==> config.mk <==
export PLATFORM = sky130hd
export DESIGN_NAME = rr_mux_reg
export DESIGN_NICKNAME = d
export VERILOG_FILES = /design/src/rtl/rr_mux_reg.sv
export SDC_FILE = /design/constraint.sdc
export NUM_CORES = 1
export LEC_CHECK = 0
export CAP_MARGIN = 30
export CORE_MARGIN = 10
export CORE_UTILIZATION = 33
export CTS_BUF_LIST = sky130_fd_sc_hd__clkbuf_16
export DETAILED_ROUTE_END_ITERATION = 8
export GPL_TIMING_DRIVEN = 0
export HOLD_SLACK_MARGIN = 0.05
export PLACE_DENSITY = 0.81
export RECOVER_POWER = 50
export SLEW_MARGIN = 20
export SYNTH_ARGS = -nofsm -noshare
export SYNTH_HDL_FRONTEND = slang
export SYNTH_SLANG_ARGS = --single-unit
==> constraint.sdc <==
create_clock -name clk -period 3.2 [get_ports clk]
set_clock_uncertainty 0.2 [all_clocks]
set_input_delay 0.64 -clock clk [delete_from_list [all_inputs] [get_ports clk]]
set_output_delay 0.64 -clock clk [all_outputs]
set_load 0.01 [all_outputs]
==> src/rtl/rr_mux_reg.sv <==
`default_nettype none
// ============================================================================
//  Module   : rr_mux_reg
//  Purpose  : N-way registered mux; round-robin or fixed channel select,
//             valid/ready on every input and on the one-entry output register.
//  Revision : 1.0  initial release
// ============================================================================

module rr_mux_reg #(
    parameter int WIDTH    = 32,
    parameter int CHANNELS = 4
) (
    input  logic                                               clk,
    input  logic                                               rst_n,
    input  logic [CHANNELS*WIDTH-1:0]                          data_in,
    input  logic [CHANNELS-1:0]                                valid_in,
    output logic [CHANNELS-1:0]                                ready_out,
    input  logic                                               mode_in,
    input  logic [((CHANNELS > 1) ? $clog2(CHANNELS) : 1)-1:0] select_in,
    output logic [WIDTH-1:0]                                   data_out,
    output logic [((CHANNELS > 1) ? $clog2(CHANNELS) : 1)-1:0] channel_out,
    output logic                                               valid_out,
    input  logic                                               ready_in
);

    localparam int c_SEL_W = (CHANNELS > 1) ? $clog2(CHANNELS) : 1;
    localparam int c_SLOTS = 2 ** c_SEL_W;
    localparam logic [c_SEL_W-1:0] c_LAST = c_SEL_W'(CHANNELS - 1);

    logic               r_valid;
    logic [WIDTH-1:0]   r_data;
    logic [c_SEL_W-1:0] r_chan;
    logic [c_SEL_W-1:0] r_ptr;

    logic [c_SLOTS-1:0] w_valid_pad;
    logic [WIDTH-1:0]   w_data_pad [c_SLOTS];
    logic               w_rr_found;
    logic [c_SEL_W-1:0] w_rr_idx;
    logic               w_fx_found;
    logic [c_SEL_W-1:0] w_grant;
    logic               w_grant_vld;
    logic               w_accept;
    logic               w_fire;
    logic [c_SEL_W-1:0] w_next_ptr;

    // Pad the channel set up to a power of two so any select value indexes
    // safely; padded slots never request, which handles out-of-range selects.
    generate
        for (genvar i = 0; i < c_SLOTS; i++) begin : g_slot
            if (i < CHANNELS) begin : g_live
                assign w_valid_pad[i] = valid_in[i];
                assign w_data_pad[i]  = data_in[i*WIDTH +: WIDTH];
            end else begin : g_pad
                assign w_valid_pad[i] = 1'b0;
                assign w_data_pad[i]  = '0;
            end
        end
    endgenerate

    // Scan starting at the pointer; offset arithmetic wraps at CHANNELS, not
    // at the power-of-two slot count.
    always_comb begin
        int                 w_scan;
        logic [c_SEL_W-1:0] w_cand;
        w_rr_found = 1'b0;
        w_rr_idx   = '0;
        w_scan     = 0;
        w_cand     = '0;
        for (int k = 0; k < CHANNELS; k++) begin
            w_scan = int'(r_ptr) + k;
            if (w_scan >= CHANNELS) begin
                w_scan = w_scan - CHANNELS;
            end
            w_cand = c_SEL_W'(w_scan);
            if (!w_rr_found && w_valid_pad[w_cand]) begin
                w_rr_found = 1'b1;
                w_rr_idx   = w_cand;
            end
        end
    end

    assign w_fx_found  = w_valid_pad[select_in];
    assign w_grant     = mode_in ? select_in  : w_rr_idx;
    assign w_grant_vld = mode_in ? w_fx_found : w_rr_found;
    assign w_accept    = !r_valid || ready_in;
    assign w_fire      = rst_n && w_accept && w_grant_vld;
    assign w_next_ptr  = (w_grant == c_LAST) ? '0 : w_grant + c_SEL_W'(1);

    generate
        for (genvar i = 0; i < CHANNELS; i++) begin : g_ready
            assign ready_out[i] = w_fire && (w_grant == c_SEL_W'(i));
        end
    endgenerate

    always_ff @(posedge clk) begin
        if (!rst_n) begin
            r_valid <= 1'b0;
            r_data  <= '0;
            r_chan  <= '0;
            r_ptr   <= '0;
        end else if (w_fire) begin
            r_valid <= 1'b1;
            r_data  <= w_data_pad[w_grant];
            r_chan  <= w_grant;
            if (!mode_in) begin
                r_ptr <= w_next_ptr;
            end
        end else if (ready_in) begin
            r_valid <= 1'b0;
        end
    end

    assign data_out    = r_data;
    assign channel_out = r_chan;
    assign valid_out   = r_valid;

endmodule

`default_nettype wire

### Yosys cells after proc, flatten, opt, wreduce, memory -nomap -nowiden

Cells that the tools add are included.

| operators by class | value |
|---|---|
| order comparisons | 10 |
| equality and inequality tests | 3 |
| reduce and logical (&&, ||, !) cells | 17 |
| $add $sub $neg | 8 |
| mux-type cells | 30 |
| bitwise gates (word level) | 2 |

Operators with widths:

| operator | count |
|---|---|
| $bmux W32 S2 | 1 |
| $mux W32 | 2 |
| $mux W2 | 10 |
| $lt A2 B3 Y1 const B | 5 |
| $ge A3 B3 Y1 const B | 4 |
| $mux W1 | 12 |
| $bmux W1 S2 | 5 |
| $logic_and A1 B1 Y1 | 9 |
| $sub A2 B1 Y2 const B | 4 |
| $add A2 B2 Y3 const B | 2 |
| $eq A2 B2 Y1 const B | 2 |
| $logic_not A1 Y1 | 4 |
| $add A2 B1 Y3 const B | 1 |
| $ge A2 B3 Y1 const B | 1 |
| $not A2 Y3 | 1 |
| $add A2 B1 Y2 const B | 1 |
| $eq A2 B1 Y1 const B | 1 |
| $logic_not A2 Y1 | 1 |
| $reduce_and A2 Y1 | 1 |
| $reduce_bool A2 Y1 | 1 |
| $logic_or A1 B1 Y1 | 1 |
| $not A1 Y1 | 1 |

| word-level totals | value |
|---|---|
| bits in registers | 37 |

### Longest topological paths before layout

| depth | value |
|---|---|
| depth in word-level cells | 19 |
| gate-level depth with buffers | 8 |
| depth with buffers taken out | 5 |

### Worst setup path after synthesis

OpenSTA, ideal clock, no wires.

| path | value |
|---|---|
| kind | input to output |
| from | input mode_in |
| to | output ready_out[0] |
| data arrival time | 2.066 ns |
| path slack | 0.294 ns |
| stages | 8 |
| cell sequence | clkbuf_2 nor3_1 a21oi_1 and3_1 clkbuf_1 clkbuf_1 nand2_1 nor2_1 |

| on the way | value |
|---|---|
| cells in the longest elaborated chain, start to end | 3 |

RTL lines:

| what | line | text |
|---|---|---|
| start, declared | 18 | `input logic mode_in,` |
| $mux W2 or $mux W1 (tied branches) | 83, 84 |  |
| $logic_not A2 Y1 or $logic_and A1 B1 Y1 (tied branches) | 91, 86 |  |
| $logic_and A1 B1 Y1 (*) | 91 | `assign ready_out[i] = w_fire && (w_grant == c_SEL_W'(i));` |
| end, declared | 17 | `output logic [CHANNELS-1:0] ready_out,` |

Mark *: on every way between the ends. The rest lies on a longest branch, timed or not.

### Final worst setup path

| path | value |
|---|---|
| from | input select_in[1] (netlist bit) |
| to | output ready_out[2] |

| on the way | value |
|---|---|
| cells in the longest elaborated chain, start to end | 5 |

RTL lines:

| what | line | text |
|---|---|---|
| start, declared | 19 | `input logic [((CHANNELS > 1) ? $clog2(CHANNELS) : 1)-1:0] select_in,` |
| $bmux W1 S2 | 82 | `assign w_fx_found = w_valid_pad[select_in];` |
| $mux W1 (implied by the code) | 82 |  |
| $mux W1 | 84 | `assign w_grant_vld = mode_in ? w_fx_found : w_rr_found;` |
| $logic_and A1 B1 Y1 | 86 | `assign w_fire = rst_n && w_accept && w_grant_vld;` |
| $logic_and A1 B1 Y1 (*) | 91 |  |

Mark *: on every way between the ends. The rest lies on a longest branch, timed or not. The select of a mux whose other input is x is not followed.

==> run_results.csv <==
group,metric,value,unit
die,dieArea,10300,µm²
cts,clkLatencyLatePin,270,ps
setup_path,path_class,"input port to output pin",
setup_path,worstSetupStartpointType,"input port",
drt,routedWlPerCell,20.9,µm
setup_path,worst_path_max_delay_cell,"clkdlybuf4s50_1",
layout,final_cells,421,
sta,finalSetupViolCount,0,
die,io_pins,177,
yosys,synthCells,158,
setup_path,cp_slowest_stage_delay,490,ps
power_and_ir_drop,pwr-share-comb,0.369,
power_and_ir_drop,irDropWorstVdd,0.266,mV
drt,routed_wl,8820,µm
layout,fillers,522,
sta,min_period_over_period,0.976,
sta,max_freq,320,MHz
layout,diodes,0,
setup_path,path_max_fanout,10,
power_and_ir_drop,p_leak,1.71,nW
power_and_ir_drop,finalPower,1.72,mW
power_and_ir_drop,p_clk_frac,0.311,
power_and_ir_drop,switchingPower,0.422,mW
run,maxCapViolations,0,
die,rows,29,
placed_design,place.gp.congestion,0.767,
layout,layout_commonest_cell,"clkdlybuf4s50_1",
global_routing,grt_first_pass_wirelength,13000,µm
power_and_ir_drop,power.density,405,nW/µm²
layout,drive_gt1_frac,0.174,
yosys,avgSynthCellArea,13.8,µm²
drt,remaining_drc_errors,0,
cts,clkTransAtPathRegs,50,ps
drt,vias_per_cell,5.22,
sta,rsz0062_at_grt,"false",
yosys,syn-num-nets,296,
global_routing,antenna_found_initial,0,
placed_design,dp_cells,410,
drt,ant_nets,0,
cts,htree_levels,2,
sta,worstMarginPinSlew,516,ps
power_and_ir_drop,netSwitchingFraction,0.246,
yosys,synthDistinctLibCells,33,
setup_path,cp_data_required_time,2360,ps
layout,stdcell_area,4240,µm²
die,start_util,0.341,
cts,cts-root-buf,"clkbuf_16",
global_routing,grt_pass1_vias,2430,
layout,final_core_util,0.664,
power_and_ir_drop,p_seq_frac,0.320,
cts,numCtsBuffers,5,
sta,final_max_slew_viol_count,0,
layout,syn2layout_area_growth,94.3,%
placed_design,dp_hpwl,7450,µm
yosys,synthesis.area,2180,µm²
drt,dr.pass1.iters,4,
global_routing,track_usage,0.160,
die,core-area,6390,µm²
cts,clk_path_buf_depth,2,
yosys,ys_ff_latch,37,
layout,nets,481,
drt,vias,2196,
setup_path,worstPathCellList,"clkdlybuf4s50_1 -> mux4_2 -> nand2b_4 -> and3_4 -> clkbuf_8 -> nand2_1 -> nor2_1 -> clkdlybuf4s15_1",
outcome,status,"finished, final reports clean",
layout,layout_common_cells,"131 x clkdlybuf4s50_1, 37 x dfxtp_1, 35 x dlygate4sd3_1",
yosys,yosysWarningCount,0,
drt,drt_iter0_drc,47,
cts,cts_tree,"built",
cts,cts_num_sinks,37,
global_routing,grt-ovfl-total,0,
sta,relSlewSlack,0.656,
sta,hold_viol,0,
global_routing,grt_max_degree,12,
yosys,seq_area_frac_synth,0.340,
die,die_x,101,µm
setup_path,endpoint_kind,"output pin",
sta,fin_crit,3120,ps
placed_design,numPortBuffers,175,
setup_path,arrival,2280,ps
sta,fin_hold_ws,270,ps
hold_path,hp-class,"flip-flop to flip-flop",
power_and_ir_drop,intPower,1.29,mW
die,die_y,101,µm
placed_design,dpl_cell_area,4030,µm²
-- cell families (layout without fill, tap and decap cells) --
kind of cell    after synthesis  count (layout)  share of synthesized area
buf+inv                      17             203                     0.0534
mux                          36              36                      0.363
flops                        37              37                      0.340
compound gates               44              44                      0.177
xor+xnor                      1               1                    0.00402
simple gates                 23              23                     0.0631
-- area by class of cell --
cell class | count | area (µm²) | share of cell area
plain buffers | 14 | 121 | 0.0286
flip-flops and latches | 37 | 741 | 0.175
repair buffers | 179 | 1760 | 0.415
inverters | 2 | 7.51 | 0.00177
well taps | 77 | 96.3 | 0.0227
multi-input cells | 104 | 1350 | 0.318
clock inverters | 3 | 37.5 | 0.00886
clock buffers | 5 | 125 | 0.0295
-- what timing repair did --
action,4_1_cts,5_1_grt
setup endpoints to repair,20,4
pin swaps,1,1
gates resized for setup,27,7
setup buffers,4,0
hold buffers,0,0
-- worst max-delay path: cells and delay by family --
family | cells | cell delay, ps
and+or+nand+nor | 4 | 460
buffers and inverters | 3 | 880
muxes | 1 | 300
-- synthesized netlist by cell type (all sizes together) --
cell | number | share of area
or2 | 1 | 0.0029
a21boi | 2 | 0.0069
a22o | 32 | 0.13
clkbuf | 8 | 0.014
a211oi | 2 | 0.0069
nand2b | 3 | 0.0086
o21ai | 1 | 0.0023
dfxtp | 37 | 0.34
a221oi | 2 | 0.016
nor2b | 6 | 0.017
nor2 | 5 | 0.0086
mux2i | 3 | 0.014
o221ai | 1 | 0.0040
nor4b | 1 | 0.0040
o21a | 1 | 0.0034
a31o | 1 | 0.0040
and4bb | 1 | 0.0057
nor3 | 1 | 0.0023
and3b | 1 | 0.0040
a21oi | 2 | 0.0046
xor2 | 1 | 0.0040
inv | 2 | 0.0034
mux4 | 33 | 0.35
nand2 | 2 | 0.0034
buf | 7 | 0.036
and3 | 1 | 0.0029
or4 | 1 | 0.0034
-- power by group through the flow --
stage          registers, mW  logic (mW)  clock network [mW]
6_report               0.550       0.632               0.534
3_3_place_gp           0.558       0.635                   0
2_1_floorplan          0.584       0.275                   0
5_1_grt                0.556       0.674               0.573
4_1_cts                0.552       0.660               0.548
3_5_place_dp           0.561       0.648                   0
-- per-layer routing --
metal	share of wire	wire length [µm]	GRT usage
met5	0	0	0
met4	0.0033	29	0.0193
met3	0.10	911	0.0790
met2	0.52	4620	0.292
met1	0.37	3260	0.166
-- path summary, 6_finish.rpt --
kind	startpoint	to	slack (ps)	cells after the start
worst max-delay path	select_in[1]	ready_out[2]	80	8
worst min-delay path	data_out[22]	data_out[22]	270	1
worst min register to register	data_out[22]	data_out[22]	270	1
worst max register to register	r_ptr[1]	data_out[10]	520	8
-- flip-flops by register name, summed over array words and instances (netlist names) --
signal and count:
channel_out 2, data_out 32, r_ptr 2, valid_out 1
-- through the flow --
stage          TNS (ps)  setup slack [ps]
5_1_grt               0              5.58
3_3_place_gp     -10000             -1010
3_5_place_dp     -11450             -1070
6_report              0              76.1
2_1_floorplan         0               294
4_1_cts               0              1.21
(Power assumes the default switching activity.)
